==> config.mk <==
export PLATFORM = sky130hd
export DESIGN_NAME = mem_port_arbiter
export DESIGN_NICKNAME = d
export VERILOG_FILES = /design/src/rtl/mem_port_arbiter.sv
export SDC_FILE = /design/constraint.sdc
export NUM_CORES = 1
export LEC_CHECK = 0
export CORE_MARGIN = 2
export CORE_UTILIZATION = 45
export CTS_CLUSTER_SIZE = 20
export DETAILED_ROUTE_END_ITERATION = 8
export DONT_BUFFER_PORTS = 1
export GPL_ROUTABILITY_DRIVEN = 1
export PLACE_DENSITY = 0.62
export RECOVER_POWER = 100
export SETUP_SLACK_MARGIN = 0.3
export SYNTH_ARGS = -nofsm -noshare
export SYNTH_HDL_FRONTEND = slang
export SYNTH_SLANG_ARGS = --single-unit
export TNS_END_PERCENT = 50
==> constraint.sdc <==
create_clock -name i_clock -period 2.5 [get_ports i_clock]
set_clock_uncertainty 0.05 [all_clocks]
set_input_delay 0 -clock i_clock [delete_from_list [all_inputs] [get_ports i_clock]]
set_output_delay 0 -clock i_clock [all_outputs]
set_load 0.03 [all_outputs]
==> src/rtl/mem_port_arbiter.sv <==
// Shares one memory bus between instruction fetch and data load/store, data has priority with anti-starvation.
// Latency: request to o_memReq 1 cycle; i_memAck to ready pulse 1 cycle; misaligned data errors return in 1 cycle.
// Backpressure: requesters hold req until their ready pulse; the bus request is held until i_memAck.
module mem_port_arbiter #(
  parameter int unsigned MAX_DATA_BURST = 4
) (
  input  logic        i_clock,
  input  logic        i_reset,
  input  logic        i_instReq,
  input  logic [31:0] i_instAddr,
  output logic        o_instReady,
  output logic [31:0] o_instData,
  input  logic        i_dataReq,
  input  logic        i_dataWrEnable,
  input  logic [1:0]  i_dataAccess,
  input  logic [31:0] i_dataAddr,
  input  logic [31:0] i_dataWrData,
  output logic        o_dataReady,
  output logic [31:0] o_dataRdData,
  output logic        o_dataError,
  output logic        o_memReq,
  output logic        o_memWrEnable,
  output logic [31:0] o_memAddr,
  output logic [3:0]  o_memByteEnable,
  output logic [31:0] o_memWrData,
  input  logic        i_memAck,
  input  logic [31:0] i_memRdData
);

  localparam logic [3:0] BURST_LIMIT = 4'(MAX_DATA_BURST);

  typedef enum logic [1:0] {
    IDLE  = 2'd0,
    BUS_I = 2'd1,
    BUS_D = 2'd2,
    RESP  = 2'd3
  } state_t;

  state_t      state;
  logic [3:0]  burst_cnt;
  logic [1:0]  rd_off;      // byte offset of the load in flight, used to right-align read data
  logic        data_wins;
  logic        data_err;
  logic [3:0]  data_be;
  logic [31:0] data_wdat;
  logic [1:0]  unused_inst_lsb;

  // Fetches are always whole aligned words, so the low address bits carry no information.
  assign unused_inst_lsb = i_instAddr[1:0];

  // Arbitration decision and data-side lane decode, evaluated from the live request inputs.
  always_comb begin
    data_wins = i_dataReq && (!i_instReq || (burst_cnt < BURST_LIMIT));
    data_err  = 1'b0;
    data_be   = 4'b1111;
    data_wdat = i_dataWrData;
    case (i_dataAccess)
      2'b00: begin
        data_be   = 4'b0001 << i_dataAddr[1:0];
        data_wdat = {4{i_dataWrData[7:0]}};
      end
      2'b01: begin
        data_be   = 4'b0011 << i_dataAddr[1:0];
        data_wdat = {2{i_dataWrData[15:0]}};
        data_err  = i_dataAddr[0];
      end
      2'b10: begin
        data_be   = 4'b1111;
        data_wdat = i_dataWrData;
        data_err  = (i_dataAddr[1:0] != 2'b00);
      end
      default: begin
        data_err  = 1'b1;
      end
    endcase
  end

  // Anti-starvation counter: counts data grants taken while a fetch is waiting.
  always_ff @(posedge i_clock) begin
    if (i_reset) begin
      burst_cnt <= 4'd0;
    end else if (!i_instReq) begin
      burst_cnt <= 4'd0;
    end else if (state == IDLE) begin
      if (data_wins) begin
        burst_cnt <= burst_cnt + 4'd1;
      end else begin
        burst_cnt <= 4'd0;
      end
    end
  end

  // Transaction FSM; all bus and response outputs are registered here.
  always_ff @(posedge i_clock) begin
    if (i_reset) begin
      state           <= IDLE;
      rd_off          <= 2'b00;
      o_instReady     <= 1'b0;
      o_instData      <= 32'd0;
      o_dataReady     <= 1'b0;
      o_dataRdData    <= 32'd0;
      o_dataError     <= 1'b0;
      o_memReq        <= 1'b0;
      o_memWrEnable   <= 1'b0;
      o_memAddr       <= 32'd0;
      o_memByteEnable <= 4'd0;
      o_memWrData     <= 32'd0;
    end else begin
      o_instReady <= 1'b0;
      o_dataReady <= 1'b0;
      o_dataError <= 1'b0;
      case (state)
        IDLE: begin
          if (data_wins) begin
            if (data_err) begin
              // Bad alignment or access code: answer straight away without touching the bus.
              state        <= RESP;
              o_dataReady  <= 1'b1;
              o_dataError  <= 1'b1;
              o_dataRdData <= 32'd0;
            end else begin
              state           <= BUS_D;
              o_memReq        <= 1'b1;
              o_memWrEnable   <= i_dataWrEnable;
              o_memAddr       <= {i_dataAddr[31:2], 2'b00};
              o_memByteEnable <= data_be;
              o_memWrData     <= data_wdat;
              rd_off          <= i_dataAddr[1:0];
            end
          end else if (i_instReq) begin
            state           <= BUS_I;
            o_memReq        <= 1'b1;
            o_memWrEnable   <= 1'b0;
            o_memAddr       <= {i_instAddr[31:2], 2'b00};
            o_memByteEnable <= 4'b1111;
            o_memWrData     <= 32'd0;
          end
        end
        BUS_I: begin
          if (i_memAck) begin
            state       <= RESP;
            o_memReq    <= 1'b0;
            o_instData  <= i_memRdData;
            o_instReady <= 1'b1;
          end
        end
        BUS_D: begin
          if (i_memAck) begin
            state       <= RESP;
            o_memReq    <= 1'b0;
            o_dataReady <= 1'b1;
            if (!o_memWrEnable) begin
              o_dataRdData <= i_memRdData >> {rd_off, 3'b000};
            end
          end
        end
        RESP: begin
          // The served requester still holds req this cycle, so nothing is sampled here.
          state <= IDLE;
        end
        default: begin
          state <= IDLE;
        end
      endcase
    end
  end

endmodule

-- Word level (Yosys, flattened, before mapping)
Cells that the tools add are included.
- output and inout bits: 137
- word-level logic and storage cells: 89
- input bits: 136
- register bits: 145
- multiplexer cells: 35
- reduce and logical (&&, ||, !) cells: 19
- $add $sub $neg: 1
- shift operators: 3
- bitwise operators: 4
- eq/ne operators: 13
- $lt $le $gt $ge: 1
- operators by type and width (kind ; count):
    two-way mux 32 bit ; 10
    one-hot mux 32 bit (2 select lines) ; 2
    right shift 32 x 5 -> 32 bit ; 1
    two-way mux 4 bit ; 4
    two-way mux 1 bit ; 11
    inequality test 2 bit, second input constant ; 5
    one-hot mux 4 bit (2 select lines) ; 1
    nonzero test 2 bit ; 4
    OR reduction 2 bit ; 4
    == test 2 bit, second input constant ; 3
    two-way mux 2 bit ; 3
    inequality test 3 bit, second input constant ; 2
    one-hot mux 2 bit (3 select lines) ; 1
    AND reduction 3 bit ; 2
    AND reduction 5 bit ; 1
    adder 4 x 1 -> 4 bit, second input constant ; 1
    == test 2 x 1 -> 1 bit, second input constant ; 2
    logical NOT 2 bit ; 2
    less-than comparator 4 x 3 -> 1 bit, second input constant ; 1
    inverter 1 bit ; 4
    one-hot mux 1 bit (2 select lines) ; 2
    AND reduction 2 bit ; 2
    AND reduction 4 bit ; 1
    left shift 1 x 2 -> 4 bit, first input constant ; 1
    6 further kinds ; 6

-- Depth between registers and ports, before layout
- depth after elaboration: 5
- depth in mapped cells: 9
- depth with buffers taken out: 6

-- Least setup slack after synthesis
No wires, ideal clock.
- path kind: register -> register
- start point: reg state[0]
- end point: reg o_memWrData[15]
- library setup time: 0.130 ns
- path slack: 0.601 ns
- period minus slack after synthesis: 1.899 ns
- arrival time: 1.718 ns
- stages on the path, launching flop included: 10
- path buffers: 3
- cells stage by stage: dfxtp_1 > inv_1 > ha_1 > buf_2 > clkinv_1 > a211o_1 > buf_2 > buf_2 > nand3b_1 > o31ai_1
- word-level cells in the longest chain between the ends: 2
- RTL lines (item ; RTL line ; source):
    from (decl) ; 39 ; state_t state;
    from (signal assigned) ; 96 ; state <= IDLE;
    from (signal assigned) ; 117 ; state <= RESP;
    from (signal assigned) ; 122 ; state <= BUS_D;
    logical NOT 2 bit ; 112 ; case (state)
    AND reduction 3 bit (no source line) ; n/a ;
    to (signal assigned) ; 127 ; o_memWrData <= data_wdat;
    to (decl) ; 25 ; output logic [31:0] o_memWrData,
Every way passes these cells.
A chain may end at the register's enable or synchronous reset.

-- Final worst setup path
- start point: reg state[0]
- end point: reg rd_off[1]
- word-level cells in the longest chain between the ends: 2
- RTL lines (item ; RTL line ; source):
    logical NOT 2 bit ; 112 ;
    AND reduction 3 bit (no source line) ; n/a ;
    to (signal assigned) ; 128 ; rd_off <= i_dataAddr[1:0];
    to (decl) ; 41 ; logic [1:0] rd_off;
Every way passes these cells.

==> out/metrics.cfg <==
[job]
max-cap-violations = 0

[timing]
hold_viol = 0
min_period_ns = 2.260
rsz0062_at_grt = true
setup_viol = 0
fmax_mhz = 442.5
min_period_over_period = 0.9039
tns_ns = 0
worst_slew_pin_slew_ns = 0.6726
slew_viol_final = 0
fin_worst_hold_slack_ns = 0.03200
relSlewSlack = 0.5516

[critical_path]
max_stage_delay_ns = 0.55
worst_ep_arrival_time_ns = 2.51
worstPathMaxFanout = 8
critPathRequiredTime_ns = 2.75
cp_top_family = buffers and inverters
crit_path_start_kind = register
cp-end-kind = register
cp_num_buf_inv = 3
worstSetupPathType = register to register
worstPathCellList = inv_1 > ha_1 > clkbuf_1 > o2111ai_1 > mux2i_1 > nor2_1 > dlygate4sd3_1
crit_path_top_delay_cell = dlygate4sd3_1

[finish]
antenna_cells = 0
layout.cells.non_filler = 1120
finish.utilization = 0.6357
fill_cells = 1103
drive_gt1_frac = 0.08511
final_nets = 1068
syn_to_final_growth_pct = 37.71

[die]
die_area_sq_mm = 0.01521
die_width_um = 123.3
start_util = 0.4616
boundaryPins = 273
row_count = 43
die_y_um = 123.3
core_area_sq_mm = 0.01388

[synthesis]
ys.flop_type = dfxtp_1
synth_edf_count = 0
postSynth.asyncResetShare = 0
ys_top_cells_by_area = dfxtp_1 (45%), nand2_1 (9.5%), a21oi_1 (5.5%)
ys_ff_latch = 143
synth_largest_area_cell = dfxtp_1
synth_compound_area_frac = 0.1834
synthSimpleGateAreaFrac = 0.2351
seq_area_frac_synth = 0.4468
synthMuxAreaShare = 0.07342
syn_area_sq_mm = 0.006407
synth_xor_area_frac = 0.002734
avgSynthCellArea_sq_um = 8.152
ys_types = 41
yosysWarningCount = 0
synth_fa_ha_area_frac = 0.009764
synth_top_area_frac = 0.4468
synth_top_family_by_area = simple AND/OR/NAND/NOR gates
synthCells = 786

[cts]
clock-sinks = 143
htree_levels = 4
worstSkewPairLatency_ns = 0.41
cts_tree = built
cts_max_path_buffers = 2
cts_buffers = 17
cts_root_buf = clkbuf_16
cts_setup_buffers = 0
clk_pin_slew_ns = 0.06

[run_status]
status = finished, final reports clean

[drt]
drt_iter0_drc = 578
wirelength_um = 22030
vias = 6527
first_pass_iters = 5
wl_per_cell_um = 19.67
vias_per_cell = 5.828
antenna_left = 0
drc = 0

[placed_design]
dp_hpwl_um = 12870
portBuffers = 0
placed_cells = 914
finalWeightedCongestion = 0.8788

[global_routing]
grt_pass1_vias = 6330
antenna_found_initial = 1
track_usage = 0.2802
grt_pass1_wl_um = 32740
grt_max_degree = 130
overflow = 0

[hold_path]
hold_class = primary input to register

[pwr]
p_leak_nw = 3.225
p_per_area_mw_per_mm2 = 956.7
ir_drop_v = 0.0005703

[sequential cells by signal, summed over array words and instances (netlist names)]
signal / count
o_dataRdData: 32
o_instData: 32
o_memByteEnable: 4
o_memWrData: 32
state: 2
rd_off: 2
o_memWrEnable: 1
o_dataError: 1
o_instReady: 1
o_dataReady: 1
burst_cnt: 4
o_memReq: 1
o_memAddr: 30
[through the flow]
stage / total power, mW / setup WS (ns) / area, sq um
after floorplan: 5.148 / 0.6013 / 6411
after global placement: 5.503 / 0.4977 / 6479
after detailed placement: 5.597 / 0.3447 / 6479
after CTS: 8.429 / 0.3399 / 8828
after global routing: 8.840 / 0.1269 / 8823
final: 8.441 / 0.2403 / 8823
[power breakdown]
part	leakage [nW]	internal, mW	switching [mW]	total [mW]
Combinational	1.79	0.844	1.44	2.28
Clock	0.274	1.52	0.990	2.51
Sequential	1.17	2.66	0.986	3.65
Total	3.23	5.03	3.41	8.44
[cells in the final DEF (no fill, tap or decap), types with 18 or more instances in the layout]
cell type and n:
a21oi_1 71, nand3_1 18, nor2_1 45, nand2b_1 20, mux2i_1 20, nand2_1 162, dfxtp_1 143, mux2_2 24
a311oi_1 30, dlygate4sd3_1 173, o21ai_0 60, nand4_1 33, nor2b_1 18
[worst min-delay path, cell delays in order]
cell and delay [ns]:
mux2_2 0.12, o21ai_0 0.11, o31ai_1 0.23
[logic make-up after synthesis]
kind of cell	Yosys count
compound gates	193
xor+xnor	2
fa+ha+maj	5
buf+inv	74
flops	143
mux	44
other cells	1
simple gates	324
[synthesized netlist by cell type (all sizes together), types with 2 or more instances]
master,instances
nand3b,17
nor3,6
mux2i,20
dfxtp,143
nand2,162
nand4,33
buf,22
nor2,46
a21oi,71
clkbuf,48
nand2b,20
ha,5
o21ai,61
o31ai,16
xor2,2
a211oi,6
nand3,18
and2,2
inv,3
mux2,24
nor2b,18
o21bai,2
a311oi,30
[final timing paths]
check,start,to,slack (ns),cells past startpoint
worst max-delay path,state[0],rd_off[1],0.24,7
worst max register to register,state[0],rd_off[1],0.24,7
worst min-delay path,i_dataAccess[0],o_memWrData[28],0.03,3
worst min register to register,state[1],state[1],0.51,2
[layer usage]
metal	vias to the layer above	track usage	share of wire
met5	-	0	0.00045
met4	2	0.1115	0.024
met3	56	0.09640	0.10
met2	371	0.4571	0.47
met1	3060	0.3381	0.40
li1	3038	-	-
[what timing repair did]
| action | 4_1_cts | 5_1_grt |
|---|---|---|
| resized for setup | 0 | 3 |
| setup endpoints to repair | 0 | 29 |
| hold endpoints to repair | 143 | 0 |
| hold buffers | 174 | 0 |
[area by class of cell]
cell class                 count  area (sq um)  share of cell area
inverter                       4         15.01            0.001702
multi-input combinational    570          3244              0.3677
clock buffer                  19         452.9             0.05133
clock inverter                13         137.6             0.01560
sequential                   143          2863              0.3244
tap                          180         225.2             0.02552
timing repair buffer         191          1886              0.2137
Note: power is estimated with default switching activity, not from simulation.
